--- src/rtl/instr_mem_loader_pkg.sv ---
// Shared types and constants for the instruction memory loader.
package instr_loader_pkg;

  typedef enum logic [1:0] {IDLE, LEN, DATA, CSUM} state_e;

  localparam int CSUM_W = 8;
  localparam int LEN_W  = CSUM_W + 1;
  // A length byte of zero stands for a full 256-byte frame.
  localparam logic [LEN_W-1:0] LEN_ZERO_MEANS_256 = LEN_W'(256);

endpackage

--- src/rtl/instr_mem_loader_if.sv ---
// Byte stream in and memory write port out of the loader.
interface instr_mem_loader_if #(
  parameter int AW = 8,
  parameter int DW = 8
) ();

  logic [DW-1:0] S_DATA;
  logic          S_VALID;
  logic          S_READY;
  logic          WE;
  logic [AW-1:0] WA;
  logic [DW-1:0] WD;

  modport master (output S_DATA, S_VALID, input S_READY, WE, WA, WD);
  modport slave  (input S_DATA, S_VALID, output S_READY, WE, WA, WD);

endinterface

--- src/rtl/instr_mem_loader_timeout_counter.sv ---
// Mid-frame watchdog: a down-counter loaded with TIMEOUT that fires on its terminal count.
module loader_timeout_counter #(
  parameter int TIMEOUT = 1023,
  parameter int CW      = 10
) (
  input  logic CLK,
  input  logic RST,
  input  logic clear,
  input  logic increment,
  output logic expired
);

  logic [CW-1:0] cnt_q, cnt_d;

  always_comb begin
    cnt_d = cnt_q;
    if (clear) begin
      cnt_d = CW'(TIMEOUT);
    end else if (increment && (cnt_q != '0)) begin
      cnt_d = cnt_q - 1'b1;
    end
  end

  // Fires on the idle cycle that would take the count from 1 to 0.
  assign expired = increment && !clear && (cnt_q == CW'(1));

  always_ff @(posedge CLK) begin
    if (RST) begin
      cnt_q <= CW'(TIMEOUT);
    end else begin
      cnt_q <= cnt_d;
    end
  end

endmodule

--- src/rtl/instr_mem_loader.sv ---
// Frame loader: length, payload, checksum into instruction memory; releases CPU on a good frame.
// state | meaning
// IDLE  | waiting for START, stream not accepted
// LEN   | waiting for the length byte
// DATA  | writing payload bytes to memory
// CSUM  | waiting for the checksum byte
module instr_mem_loader
  import instr_loader_pkg::*;
#(
  parameter int            AW        = 8,
  parameter int            DW        = 8,
  parameter logic [AW-1:0] BASE_ADDR = '0,
  parameter int            TIMEOUT   = 1023
) (
  input  logic              CLK,
  input  logic              RST,
  input  logic              START,
  instr_mem_loader_if.slave bus,
  output logic              BUSY,
  output logic              DONE,
  output logic              ERR,
  output logic              CPU_HOLD
);

  localparam int TMO_W = $clog2(TIMEOUT + 1);

  state_e            state_q, state_d;
  logic [AW-1:0]     addr_q, addr_d, wa_q, wa_d;
  logic [DW-1:0]     wd_q, wd_d;
  logic [CSUM_W-1:0] sum_q, sum_d, data_csum, csum_total;
  logic [LEN_W-1:0]  rem_q, rem_d;
  logic              we_q, we_d, done_q, done_d, err_q, err_d, hold_q, hold_d;
  logic              busy, xfer, tmo_clear, tmo_inc, tmo_expired;

  assign busy       = (state_q != IDLE);
  assign xfer       = busy && bus.S_VALID;
  assign data_csum  = CSUM_W'(bus.S_DATA);
  assign csum_total = sum_q + data_csum;

  loader_timeout_counter #(.TIMEOUT(TIMEOUT), .CW(TMO_W)) u_tmo (
    .CLK       (CLK),
    .RST       (RST),
    .clear     (tmo_clear),
    .increment (tmo_inc),
    .expired   (tmo_expired)
  );

  always_comb begin
    state_d   = state_q;
    addr_d    = addr_q;
    sum_d     = sum_q;
    rem_d     = rem_q;
    we_d      = 1'b0;
    wa_d      = wa_q;
    wd_d      = wd_q;
    done_d    = done_q;
    err_d     = err_q;
    hold_d    = hold_q;
    tmo_clear = 1'b0;
    tmo_inc   = 1'b0;
    case (state_q)
      IDLE: begin
        tmo_clear = 1'b1;
        if (START) begin
          state_d = LEN;
          done_d  = 1'b0;
          err_d   = 1'b0;
          sum_d   = '0;
          hold_d  = 1'b1;
        end
      end
      LEN: begin
        if (xfer) begin
          rem_d   = (bus.S_DATA == '0) ? LEN_ZERO_MEANS_256 : LEN_W'(bus.S_DATA);
          sum_d   = data_csum;
          addr_d  = BASE_ADDR;
          state_d = DATA;
        end
      end
      DATA: begin
        if (xfer) begin
          we_d   = 1'b1;
          wa_d   = addr_q;
          wd_d   = bus.S_DATA;
          addr_d = addr_q + 1'b1;
          sum_d  = sum_q + data_csum;
          rem_d  = rem_q - 1'b1;
          if (rem_q == LEN_W'(1)) begin
            state_d = CSUM;
          end
        end
      end
      CSUM: begin
        if (xfer) begin
          state_d = IDLE;
          if (csum_total == '0) begin
            done_d = 1'b1;
            hold_d = 1'b0;
          end else begin
            err_d = 1'b1;
          end
        end
      end
      default: state_d = IDLE;
    endcase
    if (busy) begin
      tmo_clear = xfer;
      tmo_inc   = !xfer;
      if (tmo_expired) begin
        state_d = IDLE;
        err_d   = 1'b1;
        done_d  = 1'b0;
      end
    end
  end

  always_ff @(posedge CLK) begin
    if (RST) begin
      state_q <= IDLE;
      addr_q  <= '0;
      sum_q   <= '0;
      rem_q   <= '0;
      we_q    <= 1'b0;
      wa_q    <= '0;
      wd_q    <= '0;
      done_q  <= 1'b0;
      err_q   <= 1'b0;
      hold_q  <= 1'b1;
    end else begin
      state_q <= state_d;
      addr_q  <= addr_d;
      sum_q   <= sum_d;
      rem_q   <= rem_d;
      we_q    <= we_d;
      wa_q    <= wa_d;
      wd_q    <= wd_d;
      done_q  <= done_d;
      err_q   <= err_d;
      hold_q  <= hold_d;
    end
  end

  assign bus.S_READY = busy;
  assign bus.WE      = we_q;
  assign bus.WA      = wa_q;
  assign bus.WD      = wd_q;
  assign BUSY        = busy;
  assign DONE        = done_q;
  assign ERR         = err_q;
  assign CPU_HOLD    = hold_q;

endmodule

--- src/flat_wrapper.sv ---
// flat-port wrapper written by rule: the top's interface ports become plain ports
module instr_mem_loader_flat import instr_loader_pkg::*;
#(
  parameter int            AW        = 8,
  parameter int            DW        = 8,
  parameter logic [AW-1:0] BASE_ADDR = '0,
  parameter int            TIMEOUT   = 1023
)
  (CLK, RST, START, BUSY, DONE, ERR, CPU_HOLD, bus_S_DATA, bus_S_VALID, bus_S_READY, bus_WE, bus_WA, bus_WD);
  instr_mem_loader_if #(.AW(AW), .DW(DW)) bus_i ();
  input  logic CLK;
  input  logic RST;
  input  logic START;
  output logic BUSY;
  output logic DONE;
  output logic ERR;
  output logic CPU_HOLD;
  input wire logic [$bits(bus_i.S_DATA)-1:0] bus_S_DATA;
  input wire logic [$bits(bus_i.S_VALID)-1:0] bus_S_VALID;
  output wire logic [$bits(bus_i.S_READY)-1:0] bus_S_READY;
  output wire logic [$bits(bus_i.WE)-1:0] bus_WE;
  output wire logic [$bits(bus_i.WA)-1:0] bus_WA;
  output wire logic [$bits(bus_i.WD)-1:0] bus_WD;
  assign bus_i.S_DATA = bus_S_DATA;
  assign bus_i.S_VALID = bus_S_VALID;
  assign bus_S_READY = bus_i.S_READY;
  assign bus_WE = bus_i.WE;
  assign bus_WA = bus_i.WA;
  assign bus_WD = bus_i.WD;
  instr_mem_loader #(.AW(AW), .DW(DW), .BASE_ADDR(BASE_ADDR), .TIMEOUT(TIMEOUT)) u_core (.CLK(CLK), .RST(RST), .START(START), .bus(bus_i), .BUSY(BUSY), .DONE(DONE), .ERR(ERR), .CPU_HOLD(CPU_HOLD));
endmodule
--- config.mk ---
export PLATFORM = sky130hd
export DESIGN_NAME = instr_mem_loader_flat
export DESIGN_NICKNAME = d
export VERILOG_FILES = /design/src/rtl/instr_mem_loader_pkg.sv /design/src/rtl/instr_mem_loader_if.sv /design/src/rtl/instr_mem_loader_timeout_counter.sv /design/src/rtl/instr_mem_loader.sv /design/src/flat_wrapper.sv
export SDC_FILE = /design/constraint.sdc
export NUM_CORES = 1
export LEC_CHECK = 0
export CORE_MARGIN = 2
export CORE_UTILIZATION = 40
export CTS_CLUSTER_SIZE = 10
export DETAILED_ROUTE_END_ITERATION = 12
export MAX_ROUTING_LAYER = met4
export PLACE_DENSITY_LB_ADDON = 0.12
export SETUP_SLACK_MARGIN = 0.3
export SLEW_MARGIN = 20
export SYNTH_ARGS = -nofsm -noshare
export SYNTH_HDL_FRONTEND = slang
export SYNTH_SLANG_ARGS = --single-unit
--- constraint.sdc ---
create_clock -name CLK -period 3.2 [get_ports CLK]
set_input_delay 0.64 -clock CLK [delete_from_list [all_inputs] [get_ports CLK]]
set_output_delay 0.64 -clock CLK [all_outputs]
set_load 0.05 [all_outputs]
==> Implementation_results.wiki <==
{| class="wikitable"
! Metric !! Value
|-
| Outcome || completed
|-
| Std-Cell Core Area || between 0.007 and 0.008 mm^2
|-
| Total power per unit cell area || a little under 500 mW/mm^2
|-
| Final ANT Viol Nets || 0
|-
| Remaining global-route overflow || 0
|-
| Cells after synthesis || between 300 and 400
|-
| Hold bufs inserted after CTS || 0
|-
| Clock latency on the worst-skew pair || about 0.35 ns
|-
| Sinks on the clock net || 57
|-
| Yosys top cell by area || dfxtp_1
|-
| Setup crit start || bus_S_DATA[0]
|-
| Worst VDD drop || roughly 0.24 mV
|-
| Number of max-capacitance violations reported || 0
|-
| Routed via count || ~2800
|-
| DRC marker count from the first detailed-route iteration || approximately 190
|-
| Arrival time worst endpoint || 3.08 ns
|-
| Worst Skew || approximately 0.0099 ns
|-
| Pre-CTS setup slack || ~0.027 ns
|-
| Largest driver fanout on the critical path || 3
|-
| Final WL || 7642 um
|-
| Worst-case setup margin in the final layout || 0.3722 ns
|-
| Worst setup EP type || flop
|-
| All-Layer GR Usage || 0.2027
|-
| Syn. warnings || 0
|-
| Clock-pin slew of the registers on the worst-case setup and hold paths || 0.07 ns
|-
| Data required time at the worst endpoint || about 3.5 ns
|-
| Layer carrying the most global-route usage || met2
|-
| Wire length of the first global-routing pass || around 13000 um
|-
| Post-CTS setup buffer count || 0
|-
| Final count of pins violating max slew || 0
|-
| Maximum root-to-sink buffer count || 2
|-
| Share of final-layout standard cells stronger than drive strength 1 || 0.09346
|-
| Hold violation count in the final report || 0
|-
| Final nets || ~450
|-
| Detailed-routing iteration count for the pre-antenna-repair pass || 4
|-
| Vias in the first global route || ~2700
|-
| FP Rows || 31
|-
| Number of port buffers || 33
|-
| Transition at the pin with the smallest max-transition slack || between 0.6 and 0.7 ns
|-
| Setup-failing EPs final || 0
|-
| # DRC || 0
|-
| Setup repair after global routing missed its margin || false
|-
| Netlist area before placement || about 0.003 mm^2
|-
| Syn Area/Cell || 7.923 um^2
|-
| Maximum clock frequency || 0.3536 GHz
|-
| Type of the most critical hold path || flop to flop
|-
| Clock buffer count from CTS || 9
|-
| Element type at the critical path start || primary input
|-
| Most common flop cell mapped by yosys || dfxtp_1
|-
| Routed length per placed instance || 14.50 um
|-
| X dimension of the die || ~91 um
|-
| Final estimated routing congestion in global placement || around 0.83
|-
| Commonest non-fill, non-tap cell in the layout || nand2_1
|-
| Met2 GRT Util || 0.3000
|-
| H-tree level count || 3
|-
| Met3 Track Usage GR || 0.04896
|-
| Leading post-synthesis cells by cell area || dfxtp_1 38%, nand2_1 9.2%, ha_1 6.6%
|-
| Min cycle time layout || ~2.8 ns
|-
| Commonest cells after routing, fill and taps aside || 74 x nand2_1, 57 x dfxtp_1, 38 x a21oi_1
|-
| DIE HEIGHT || approximately 91 um
|-
| Half-perimeter wire length after detailed placement || between 5000 and 6000 um
|-
| Final worst-path cycle share || 0.8837
|-
| Yosys top cell area share || 0.3770
|-
| Post-synth EDFFs || 0
|-
| Area growth syn-to-layout || 22.90%
|-
| Worst setup path class || primary input to flop
|-
| Cell chosen for the clock root || clkbuf_8
|-
| Number of antenna violations at the first check in global routing || 0
|-
| Met1 Track Usage GR || 0.2639
|-
| Cells resized by post-CTS repair || 0
|-
| Synthesis-stage register bit count || between 50 and 60
|-
| Sequential cell area fraction in the yosys report || 0.3770
|-
| Hold Path Origin || u_core.bus.WA[4]
|-
| Lkg Pwr || about 1.3 nW
|-
| Number of diodes added for antenna fixing || 0
|-
| Fill cell count || 755
|-
| FF-to-FF Start || u_core.sum_q[0]
|-
| CTS tree || built
|-
| Largest net degree at the start of global routing || 27
|-
| Starting Density || 0.4151
|-
| Worst slew margin || 0.5568
|-
| Synthesized net count || roughly 410
|-
| Library cells used by synthesis || 57
|-
| Count of pins on the block boundary || 34
|-
| Async set-reset flop share out of synthesis || 0
|-
| Number of vias per cell || around 5.4
|-
| TNS Setup || 0 ns
|-
| Die area || around 0.0083 mm^2
|}
-- synth_stat cells (all sizes together), types with 2 or more instances --
master,instances
a22o,3
nand3,13
nor2,29
xor2,10
inv,12
o21ai,14
nand4,7
or4,4
clkbuf,13
mux2i,2
buf,4
nor4,4
o211ai,2
o21a,2
o22ai,5
ha,16
a22oi,2
or2,3
a21o,3
dfxtp,57
xnor2,5
or3b,2
nand3b,4
nor3,9
nor3b,2
nand2b,4
o31ai,3
a31oi,4
nor2b,5
and3,4
a21oi,38
nand2,74
a211oi,6
-- critical path, cell delays in order --
cell and delay [ns]:
clkdlybuf4s50_1 0.45, ha_1 0.26, fa_1 0.42, a211o_1 0.31, and3_1 0.22, o311ai_1 0.43
nor3_1 0.11, a211oi_1 0.25
-- final timing paths --
| check | cells after the start | slack (ns) | to |
|---|---|---|---|
| setup / recovery | 8 | 0.37 | u_core.ERR |
| hold / removal | 2 | 0.45 | u_core.bus.WA[4] |
| setup reg to reg | 7 | 0.83 | u_core.ERR |
| hold reg to reg | 2 | 0.45 | u_core.bus.WA[4] |
-- where the power goes --
part / internal (W) / total, W / switching (W)
registers: 0.000735 / 0.000762 / 0.0000267
clock network: 0.000381 / 0.000695 / 0.000314
logic: 0.000140 / 0.000352 / 0.000212
total: 0.00126 / 0.00181 / 0.000552
-- cell type report --
cell class              count  area [um^2]  share of cell area
well taps                  99        123.9             0.03330
repair buffers             47        435.4              0.1171
clock buffers              10        137.6             0.03700
clock inverters             6        66.31             0.01783
flip-flops and latches     57         1141              0.3068
inverters                  12        45.04             0.01211
multi-input cells         296         1770              0.4760
-- flip-flops by register name, indices dropped and copies added (netlist names) --
| name | count |
|---|---|
| u_core.CPU_HOLD | 1 |
| u_core.DONE | 1 |
| u_core.ERR | 1 |
| u_core.addr_q | 8 |
| u_core.bus.WA | 8 |
| u_core.bus.WD | 8 |
| u_core.bus.WE | 1 |
| u_core.rem_q | 9 |
| u_core.state_q | 2 |
| u_core.sum_q | 8 |
| u_core.u_tmo.cnt_q | 10 |
-- cell families (layout without fill, tap and decap cells) --
logic type / Yosys count / count (layout) / synth area share
AND/OR/NAND/NOR: 167 / 167 / 0.2621
AO/OA/AOI/OAI: 94 / 94 / 0.1964
flip-flops: 57 / 57 / 0.3770
buffers and inverters: 29 / 75 / 0.03803
adder cells (fa/ha/maj): 17 / 17 / 0.07276
XOR/XNOR: 15 / 15 / 0.04340
multiplexers: 3 / 3 / 0.01033
-- metal layers --
metal,wire length [um],share of wire
met1,3825,0.50
met2,3325,0.44
met3,340,0.044
met4,150,0.020
met5,0,0
-- through the flow --
stage          hold WS [ns]  cell area, um^2  total power, W    util  instances
2_1_floorplan        0.4291             3027        0.001019       -        382
3_5_place_dp         0.4480             3516        0.001126  0.4822        511
4_1_cts              0.4576             3720        0.001823  0.5101        527
3_3_place_gp         0.4450             3516        0.001123  0.4822        511
6_report             0.4549             3720        0.001809  0.5101        527
5_1_grt              0.4752             3720        0.001903  0.5101        527
Power figures use the tool's default switching activity.
